`src/rtl/row_weight_pkg.sv`:
```
// Shared types and default sizing for the row weight sequencer.
package row_weight_pkg;

    // Default weights per row, rows per pass and weight width (Q16.16).
    localparam int DEF_M = 8;
    localparam int DEF_S = 8;
    localparam int DEF_N = 32;

    // Sequencer control states.
    typedef enum logic [1:0] {
        IDLE = 2'd0,
        RUN  = 2'd1,
        DONE = 2'd2
    } state_t;

endpackage

```
`src/rtl/rws_out_stage.sv`:
```
// Output register stage of the row weight sequencer: holds the presented
// row, its index, the valid flag and the last-row flag. A load captures a
// new row and raises valid; a clear drops valid; otherwise everything holds.
module rws_out_stage #(
    parameter int M  = 8,
    parameter int S  = 8,
    parameter int n  = 32,
    parameter int AW = 3
) (
    input  logic             clk,
    input  logic             rst,
    input  logic             load,
    input  logic             clear,
    input  logic [M*n-1:0]   load_data,
    input  logic [AW-1:0]    load_idx,
    output logic [M*n-1:0]   out_data,
    output logic [AW-1:0]    out_idx,
    output logic             out_valid,
    output logic             out_last
);

    logic [M*n-1:0] data_q, data_d;
    logic [AW-1:0]  idx_q, idx_d;
    logic           valid_q, valid_d;
    logic           last_q, last_d;

    // Next-state: load wins over clear, otherwise hold the presented row.
    always_comb begin
        data_d  = data_q;
        idx_d   = idx_q;
        valid_d = valid_q;
        last_d  = last_q;
        if (load) begin
            data_d  = load_data;
            idx_d   = load_idx;
            valid_d = 1'b1;
            last_d  = (load_idx == AW'(S - 1));
        end else if (clear) begin
            valid_d = 1'b0;
        end
    end

    // Output registers; last tracks idx==S-1, so it is set out of reset when S==1.
    always_ff @(posedge clk) begin
        if (rst) begin
            data_q  <= '0;
            idx_q   <= '0;
            valid_q <= 1'b0;
            last_q  <= (S == 1);
        end else begin
            data_q  <= data_d;
            idx_q   <= idx_d;
            valid_q <= valid_d;
            last_q  <= last_d;
        end
    end

    assign out_data  = data_q;
    assign out_idx   = idx_q;
    assign out_valid = valid_q;
    assign out_last  = last_q;

endmodule

```
`src/rtl/row_weight_seq.sv`:
```
// Row weight sequencer: on start, streams rows 0..S-1 of a combinational
// weight ROM to a valid/ready consumer, prefetching the next row so a row
// can be accepted every cycle. abort cancels a pass, done pulses at its end.
// Optional macro ROW_WEIGHT_SEQ_LOOP_EN adds loop_en (restart at row 0 after
// the last row without leaving RUN) and a 16-bit completed-pass counter.
module row_weight_seq
    import row_weight_pkg::*;
#(
    parameter int M = DEF_M,
    parameter int S = DEF_S,
    parameter int n = DEF_N,
    localparam int AW = (S > 1) ? $clog2(S) : 1
) (
    input  logic             clk,
    input  logic             rst,
    input  logic             start,
    input  logic             abort,
    output logic [AW-1:0]    rom_addr,
    input  logic [M*n-1:0]   rom_data,
    output logic             out_valid,
    input  logic             out_ready,
    output logic [M*n-1:0]   out_data,
    output logic [AW-1:0]    out_idx,
    output logic             out_last,
    output logic             busy,
    output logic             done
`ifdef ROW_WEIGHT_SEQ_LOOP_EN
    ,
    input  logic             loop_en,
    output logic [15:0]      pass_cnt
`endif
);

    state_t        state_q, state_d;
    logic          load;
    logic          clear;
    logic [AW-1:0] load_idx;
    logic [AW-1:0] next_idx;
    logic          at_last;
    logic          hs;

`ifdef ROW_WEIGHT_SEQ_LOOP_EN
    logic [15:0]   pass_cnt_q, pass_cnt_d;
`endif

    assign hs      = out_valid && out_ready;
    assign at_last = (out_idx == AW'(S - 1));

    // FSM next-state, ROM address, output-stage control and done pulse.
    always_comb begin
        state_d  = state_q;
        load     = 1'b0;
        clear    = 1'b0;
        load_idx = '0;
        next_idx = out_idx + AW'(1);
        rom_addr = '0;
        done     = 1'b0;
`ifdef ROW_WEIGHT_SEQ_LOOP_EN
        pass_cnt_d = pass_cnt_q;
`endif
        unique case (state_q)
            IDLE: begin
                // ROM address 0 here, so rom_data already carries row 0.
                if (start) begin
                    load    = 1'b1;
                    state_d = RUN;
                end
            end
            RUN: begin
                // Prefetch the following row; hold at the last row.
                rom_addr = at_last ? AW'(S - 1) : next_idx;
`ifdef ROW_WEIGHT_SEQ_LOOP_EN
                if (at_last && loop_en) begin
                    rom_addr = '0;
                end
`endif
                if (abort) begin
                    clear   = 1'b1;
                    state_d = IDLE;
                end else if (hs) begin
                    if (!at_last) begin
                        load     = 1'b1;
                        load_idx = next_idx;
                    end else begin
`ifdef ROW_WEIGHT_SEQ_LOOP_EN
                        pass_cnt_d = pass_cnt_q + 16'd1;
                        if (loop_en) begin
                            load = 1'b1;
                            done = 1'b1;
                        end else begin
                            clear   = 1'b1;
                            state_d = DONE;
                        end
`else
                        clear   = 1'b1;
                        state_d = DONE;
`endif
                    end
                end
            end
            DONE: begin
                done    = 1'b1;
                state_d = IDLE;
            end
            default: begin
                state_d = IDLE;
            end
        endcase
    end

    // State register.
    always_ff @(posedge clk) begin
        if (rst) begin
            state_q <= IDLE;
        end else begin
            state_q <= state_d;
        end
    end

`ifdef ROW_WEIGHT_SEQ_LOOP_EN
    // Completed-pass counter, wraps naturally at 16 bits.
    always_ff @(posedge clk) begin
        if (rst) begin
            pass_cnt_q <= '0;
        end else begin
            pass_cnt_q <= pass_cnt_d;
        end
    end

    assign pass_cnt = pass_cnt_q;
`endif

    assign busy = (state_q != IDLE);

    rws_out_stage #(
        .M  (M),
        .S  (S),
        .n  (n),
        .AW (AW)
    ) u_out_stage (
        .clk       (clk),
        .rst       (rst),
        .load      (load),
        .clear     (clear),
        .load_data (rom_data),
        .load_idx  (load_idx),
        .out_data  (out_data),
        .out_idx   (out_idx),
        .out_valid (out_valid),
        .out_last  (out_last)
    );

endmodule
```
`config.mk`:
```
export PLATFORM = sky130hd
export DESIGN_NAME = row_weight_seq
export DESIGN_NICKNAME = d
export VERILOG_FILES = /design/src/rtl/row_weight_pkg.sv /design/src/rtl/rws_out_stage.sv /design/src/rtl/row_weight_seq.sv
export SDC_FILE = /design/constraint.sdc
export NUM_CORES = 1
export LEC_CHECK = 0
export CELL_PAD_IN_SITES_DETAIL_PLACEMENT = 1
export CELL_PAD_IN_SITES_GLOBAL_PLACEMENT = 2
export CORE_MARGIN = 1
export CORE_UTILIZATION = 25
export CTS_CLUSTER_DIAMETER = 200
export DETAILED_ROUTE_END_ITERATION = 6
export PLACE_DENSITY_LB_ADDON = 0.1
export SLEW_MARGIN = 20
export SYNTH_ARGS = -nofsm -noshare
export SYNTH_HDL_FRONTEND = slang
export SYNTH_SLANG_ARGS = --single-unit
export TNS_END_PERCENT = 30
```
`constraint.sdc`:
```
create_clock -name clk -period 2.9 [get_ports clk]
set_clock_uncertainty 0.2 [all_clocks]
set_input_delay 0.87 -clock clk [delete_from_list [all_inputs] [get_ports clk]]
set_output_delay 0.87 -clock clk [all_outputs]
set_load 0.01 [all_outputs]
```
==> results of run 1 <==
cell type report:
cell class                 instances  area (sq um)  area share, %
antenna                            1         2.502        0.01326
multi-input combinational        804          6026          31.93
sequential                       263          5265          27.90
timing repair buffer             558          5698          30.19
inverter                           3         11.26        0.05967
tap                              607         759.5          4.025
clock inverter                     2         10.01        0.05304
clock buffer                      59          1099          5.821
how the worst max path moves through the flow:
stage | slack (ns) | to | from
detailed placement | 0.03 | u_out_stage.out_data[21]$_SDFFE_PP0P_ | abort
floorplan | 0.67 | u_out_stage.out_data[195]$_SDFFE_PP0P_ | start
finish | 0.13 | busy | state_q[1]$_SDFFE_PP0P_
CTS | 0.002 | rom_addr[0] | u_out_stage.out_idx[1]$_SDFFE_PP0P_
global placement | 0.08 | u_out_stage.out_data[19]$_SDFFE_PP0P_ | abort
global route | 0.02 | rom_addr[0] | u_out_stage.out_idx[1]$_SDFFE_PP0P_
power breakdown:
part	leakage (uW)	switching [uW]	total, uW	internal, uW
combinational	0.00502	723	1860	1140
sequential	0.00216	136	4010	3870
clock	0.000544	1620	4180	2560
cell families after synthesis:
group / count (synthesis)
compound gates: 14
fa+ha+maj: 3
flops: 263
mux: 257
buf+inv: 91
simple gates: 530
flip-flops by register name (all words and copies together) (netlist names):
name / flops
state_q: 2
u_out_stage.out_data: 256
u_out_stage.out_idx: 3
u_out_stage.out_last: 1
u_out_stage.out_valid: 1
metrics by stage:
stage / instance area, sq um / hold WS [ns]
final: 18870 / 0.2738
after floorplan: 11820 / 0.2684
after global placement: 17770 / 0.2590
after global routing: 18870 / 0.2907
after detailed placement: 17770 / 0.2678
after CTS: 18880 / 0.2791
what timing repair did:
item	4_1_cts	5_1_grt
gates resized for setup	5	7
hold buffers	0	0
endpoints found under the setup margin	3	4
endpoints found under the hold margin	0	0
metal layers:
metal / share of wire (%) / wire [microns]
met5: 0.17 / 72
met4: 2.4 / 1001
met3: 9.5 / 3924
met2: 50 / 20710
met1: 38 / 15600
layout by cell type (no fill, tap or decap), drive strengths merged, types with 2 or more instances in the layout:
cell,netlist,final
ha,3,3
clkdlybuf4s50,0,521
a21oi,7,7
o211ai,4,4
clkinv,0,2
nand3,3,3
nor2b,2,2
mux2i,257,257
clkbuf,59,61
dfxtp,263,263
inv,3,3
nor2,3,3
buf,29,34
nand2b,513,513
tightest hold or removal path: cells and delay by family, from the launching register on:
family	cells	cell delay, ns
and+or+nand+nor	1	0.06
muxes	1	0.06
DFF	1	0.31
==> summary.txt, run 1 <==
Synthesis
  • Commonest cells in the netlist: nand2b_1, dfxtp_1, mux2i_1, clkbuf_1, buf_6
  • Ys async rst share: 0%
  • Yosys cell types: 25
  • Synth Area in XOR/XNOR: 0%
  • Avg Cell Area, Syn: 10.21 sq um
  • Synth Flop Type: dfxtp_1
  • Mux contribution to synthesized area: 21.76%
  • Synth Warn #: 0
  • Top-count cell post-synth: nand2b_1
  • Cell count after synthesis: 1158
  • Area contributors post-synth: dfxtp_1, nand2b_1, mux2i_1, buf_6, clkbuf_1
  • Main combinational cell family by area after synthesis: simple AND/OR/NAND/NOR gates
  • Post-synth EDFFs: 0
  • Sequential-to-total area share from yosys stat: 44.53%
  • Adder-cell area share of the yosys netlist: 0.3175%
  • Compound-Gate Fraction of Synth Area: 0.7090%
  • Yosys top cell area share: 44.53%
  • Synthesized area: 11820 sq um
  • Dominant cell type by area after synthesis: dfxtp_1
  • Synth Area in Simple Gates: 28.06%
  • Number of synthesized register bits: 263
  • Syn_nets: 1422

Clock tree
  • CTS buffer count: 35
  • H-Tree Depth: 2
  • Reg clk slew, reported paths: 0.06 ns
  • Clock Sinks: 263
  • Clock root buffer: clkbuf_16
  • Post-CTS Setup Repair Bufs: 0
  • Clk_lat worst skew: 0.52 ns
  • TritonCTS clock tree: yes
  • CTS Buffer Depth: 3

Place
  • Gpl congestion: 0.7484
  • I/O Buffers: 526
  • DP HPWL: 31000 microns
  • Pre-CTS setup slack: 0.02650 ns
  • Placed Cells: 2235

Power
  • Tot Pwr: 10050 uW
  • Pwr/cell area: 532.6 nW/um^2
  • Leak: 0.007724 uW
  • Max VDD drop: 0.3267 mV

Floorplanning
  • Die area: 48170 sq um
  • FP Rows: 79
  • Chip Width: 219.5 microns
  • Core area: 46560 sq um
  • Starting Density: 25.40%
  • Num ports: 527
  • Chip Height: 219.5 microns

Run
  • Max-cap violations: 0

STA
  • Worst-margin pin slew: 0.3791 ns
  • Setup TNS: 0 ns
  • RSZ-0062 raised after global routing: no
  • Final Max Slew Viols: 0
  • Max Freq: 0.3610 GHz
  • # setup viols final: 0
  • Final hold vios: 0
  • Post-route clock period utilization: 95.53%
  • Final WS setup: 0.1296 ns
  • Slew HR: 74.72%
  • Post-route minimum period: 2.770 ns

Global route
  • Met3 usage: 6.625%
  • GRT overflow: 0
  • GRT Max-Usage Layer: met2
  • First-pass GRT wire length: 60790 microns
  • Met1 Resource Use GR: 17.82%
  • Total GRT Usage: 16.65%
  • M2 GR Usage: 29.47%
  • Vias in the first global route: 10.19k
  • Pin count of the biggest net entering global routing: 115
  • Initial antenna violation count: 6

Drt
  • Routed WL: 41310 microns
  • DR WL/cell: 17.98 microns
  • Pre-antenna DRT Iters: 4
  • Via count: 9702
  • Antenna-violating nets left: 0
  • Via density: 4.224
  • # DRC: 0
  • Initial drt markers: 261

Critical path
  • Critical Path Stages: 2
  • CP Capture Type: primary output
  • Crit path max-delay family: buffers and inverters
  • Crit-path max FO: 6
  • CP Class: flop to primary output
  • CP bufs+invs: 1
  • R2r setup slk: 0.51 ns
  • CP max-delay cell: clkdlybuf4s50_1
  • Worst setup SP type: flop
  • CP Data Required Time: 1.83 ns
  • R2r endpoint: u_out_stage.out_data[21]$_SDFFE_PP0P_
  • Worst R2R Start: u_out_stage.out_idx[1]$_SDFFE_PP0P_
  • CP cell instances: or2_2 > clkdlybuf4s50_1
  • CP Data Arrival Time: 1.70 ns
  • CP peak stage delay: 0.51 ns
  • Register-to-Register Path Depth: 8

Final layout
  • # fillers: 5201
  • Non-filler cells, final: 2297
  • Fin util: 40.53%
  • Area grow syn2layout: 59.60%
  • Layout cell share with drive strength beyond 1: 5.269%
  • Nets: 1929

Min path
  • Hold Path Cell Cnt: 2
  • Worst Hold Launch: u_out_stage.out_data[160]$_SDFFE_PP0P_
  • Hold WC Path Type: flop to flop
  • Worst Hold Path EP: u_out_stage.out_data[160]$_SDFFE_PP0P_

Status
  • Status: finished, final reports clean
(Power assumes the default switching activity.)
==> inputs of run 2 (changes only) <==
--- a/config.mk
+++ b/config.mk
@@ -7,10 +7,11 @@
 export LEC_CHECK = 0
 export CELL_PAD_IN_SITES_DETAIL_PLACEMENT = 1
 export CELL_PAD_IN_SITES_GLOBAL_PLACEMENT = 2
-export CORE_MARGIN = 1
-export CORE_UTILIZATION = 25
+export CORE_AREA = 2 2 205 207
 export CTS_CLUSTER_DIAMETER = 200
 export DETAILED_ROUTE_END_ITERATION = 6
+export DIE_AREA = 0 0 207 209
+export DONT_BUFFER_PORTS = 1
 export PLACE_DENSITY_LB_ADDON = 0.1
 export SLEW_MARGIN = 20
 export SYNTH_ARGS = -nofsm -noshare
==> summary.txt, run 2 (same netlist as run 1, synthesis figures left out) <==
Drt
  • Via count: 7651 (-21%)
  • Via density: 4.557 (+7.9%)
  • DR WL/cell: 20.89 microns (+16%)
  • Routed WL: 35070 microns (-15%)
  • # DRC: 0 (unchanged)
  • Pre-antenna DRT Iters: 4 (unchanged)
  • Antenna-violating nets left: 0 (unchanged)
  • Initial drt markers: 371 (+42%)

Global route
  • Initial antenna violation count: 2 (-4)
  • Total GRT Usage: 15.61% (-1.0 points)
  • Vias in the first global route: 8000 (-21%)
  • GRT overflow: 0 (unchanged)
  • First-pass GRT wire length: 51760 microns (-15%)
  • Pin count of the biggest net entering global routing: 520 (+350%)

Status
  • Status: finished, final reports clean

STA
  • Setup TNS: 0 ns (unchanged)
  • Final hold vios: 0 (unchanged)
  • Post-route clock period utilization: 94.05% (-1.5 points)
  • Slew HR: 62.30% (-12 points)
  • Max Freq: 0.3666 GHz (+1.6%)
  • Final WS setup: 0.1724 ns (+0.04288 ns)
  • # setup viols final: 0 (unchanged)
  • Worst-margin pin slew: 0.5656 ns (+0.1864 ns)
  • Post-route minimum period: 2.728 ns (-0.04288 ns)
  • Final Max Slew Viols: 0 (unchanged)
  • RSZ-0062 raised after global routing: no

Power
  • Leak: 0.005606 uW (-27%)
  • Max VDD drop: 0.3611 mV (+11%)
  • Internal: 6833 uW (-9.7%)
  • Power share of the combinational group: 7.7% (-11 points)
  • Pwr/cell area: 682.4 nW/um^2 (+28%)
  • Switching pwr: 2220 uW (-11%)
  • Flop pwr share: 46.6% (+6.7 points)
  • Clock power frac: 45.6% (+4.0 points)
  • Switch share: 24.52% (-0.17 points)

Critical path
  • CP Class: flop to primary output
  • Crit-path max FO: 6 (unchanged)
  • CP bufs+invs: 2 (+1)
  • Worst setup SP type: flop
  • Crit path max-delay family: flip-flops
  • CP Capture Type: primary output
  • CP cell instances: ha_1 > ha_1 > buf_4 > inv_1 > a21oi_2
  • CP max-delay cell: dfxtp_4
  • CP Data Arrival Time: 1.66 ns (-0.04 ns)
  • CP peak stage delay: 0.39 ns (-0.12 ns)
  • CP dominant cell by count: ha_1
  • CP Data Required Time: 1.83 ns (about the same)

Clock tree
  • Reg clk slew, reported paths: 0.05 ns (about the same)
  • H-Tree Depth: 2 (unchanged)
  • Clk_lat worst skew: 0.53 ns (about the same)
  • TritonCTS clock tree: yes
  • CTS buffer count: 34 (-2.9%)
  • Clock Sinks: 263 (unchanged)
  • Clock root buffer: clkbuf_16
  • CTS Buffer Depth: 3 (unchanged)

Final layout
  • Nets: 1385 (-28%)
  • Sequential Area: 5270 sq um (about the same)
  • Commonest non-fill, non-tap cell in the layout: nand2b_1
  • Number of flip-flops in the largest register: 256 (unchanged)
  • # fillers: 4585 (-12%)
  • Area grow syn2layout: 12.19%
  • Non-filler cells, final: 1679 (-27%)
  • Most frequent cells in the layout: nand2b_1, dfxtp_1, mux2i_1, clkbuf_16, clkbuf_1
  • Ant diodes: 0 (-1)
  • Layout cell share with drive strength beyond 1: 5.965% (+0.70 points)
  • Area of the multi-input gates: 6030 sq um (about the same)
  • Fin util: 32.13% (-8.4 points)

Run
  • Max-cap violations: 0 (unchanged)

Floorplanning
  • Chip Height: 209 microns (-4.8%)
  • Chip Width: 207 microns (-5.7%)
  • FP Rows: 75 (-5.1%)
  • Num ports: 527 (unchanged)
  • Core area: 41290 sq um (-11%)
  • Starting Density: 28.64% (+3.2 points)
  • Die area: 43260 sq um (-10%)

Place
  • I/O Buffers: 0 (-100%)
  • DP HPWL: 25270 microns (-18%)
  • Gpl congestion: 0.7031 (-6.1%)
  • Placed Cells: 1624 (-27%)
  • Pre-CTS setup slack: 0.3577 ns (+0.3312 ns)

Min path
  • Hold WC Path Type: input port to flop
-- run 2: worst paths after layout --
path / startpoint / end / slack [ns] / depth (start not counted)
hold / removal: abort / state_q[1]$_SDFFE_PP0P_ / 0.22 / 1
setup / recovery: u_out_stage.out_idx[0]$_SDFFE_PP0P_ / rom_addr[0] / 0.17 / 5
setup reg to reg: u_out_stage.out_idx[0]$_SDFFE_PP0P_ / u_out_stage.out_data[216]$_SDFFE_PP0P_ / 0.54 / 7
hold reg to reg: u_out_stage.out_data[177]$_SDFFE_PP0P_ / u_out_stage.out_data[177]$_SDFFE_PP0P_ / 0.32 / 2
-- run 2: through the flow --
stage                     hold slack, ns  area (sq um)  total power, uW
final                             0.2192         13270             9052
after global routing              0.1784         13270             9505
after CTS                         0.1758         13260             9287
after detailed placement          0.3128         12170             5026
after global placement            0.3083         12170             5007
after floorplan                   0.2684         11820             4885
-- run 2: routing by layer --
metal  routed length (microns)  up-vias  global-route usage [%]
met3                      4144       52                   8.912
met5                        30        -                       0
li1                          -     3676                       -
met2                     17420      292                   26.92
met1                     12680     3627                   16.00
met4                       799        4                   4.828
-- run 2: final cells by class --
| class | instances | area share [%] |
|---|---|---|
| Tap cell | 539 | 5.084 |
| Sequential cell | 263 | 39.73 |
| Clock inverter | 5 | 0.5659 |
| Clock buffer | 50 | 7.574 |
| Multi-Input combinational cell | 804 | 45.45 |
| Inverter | 3 | 0.08489 |
| Timing Repair Buffer | 15 | 1.509 |
-- run 2: worst register-to-register path, delay by kind of cell (launching register included) --
family          cells  cell delay (ns)
buf+inv             2             0.60
flops               1             0.39
fa+ha+maj           2             0.35
simple gates        1             0.28
compound gates      1             0.25
mux                 1             0.23
-- run 2: what timing repair did --
| item | CTS | global route |
|---|---|---|
| buffers inserted | 0 | 0 |
| resized for setup | 2 | 3 |
| endpoints found under the setup margin | 2 | 3 |
| hold buffers | 0 | 0 |
-- run 2: power by group through the flow --
stage          clock (uW)  sequential (uW)  combinational [uW]
2_1_floorplan           0             4190                 698
3_3_place_gp            0             4320                 690
3_5_place_dp            0             4310                 713
4_1_cts              4330             4240                 716
5_1_grt              4480             4250                 777
6_report             4130             4220                 698
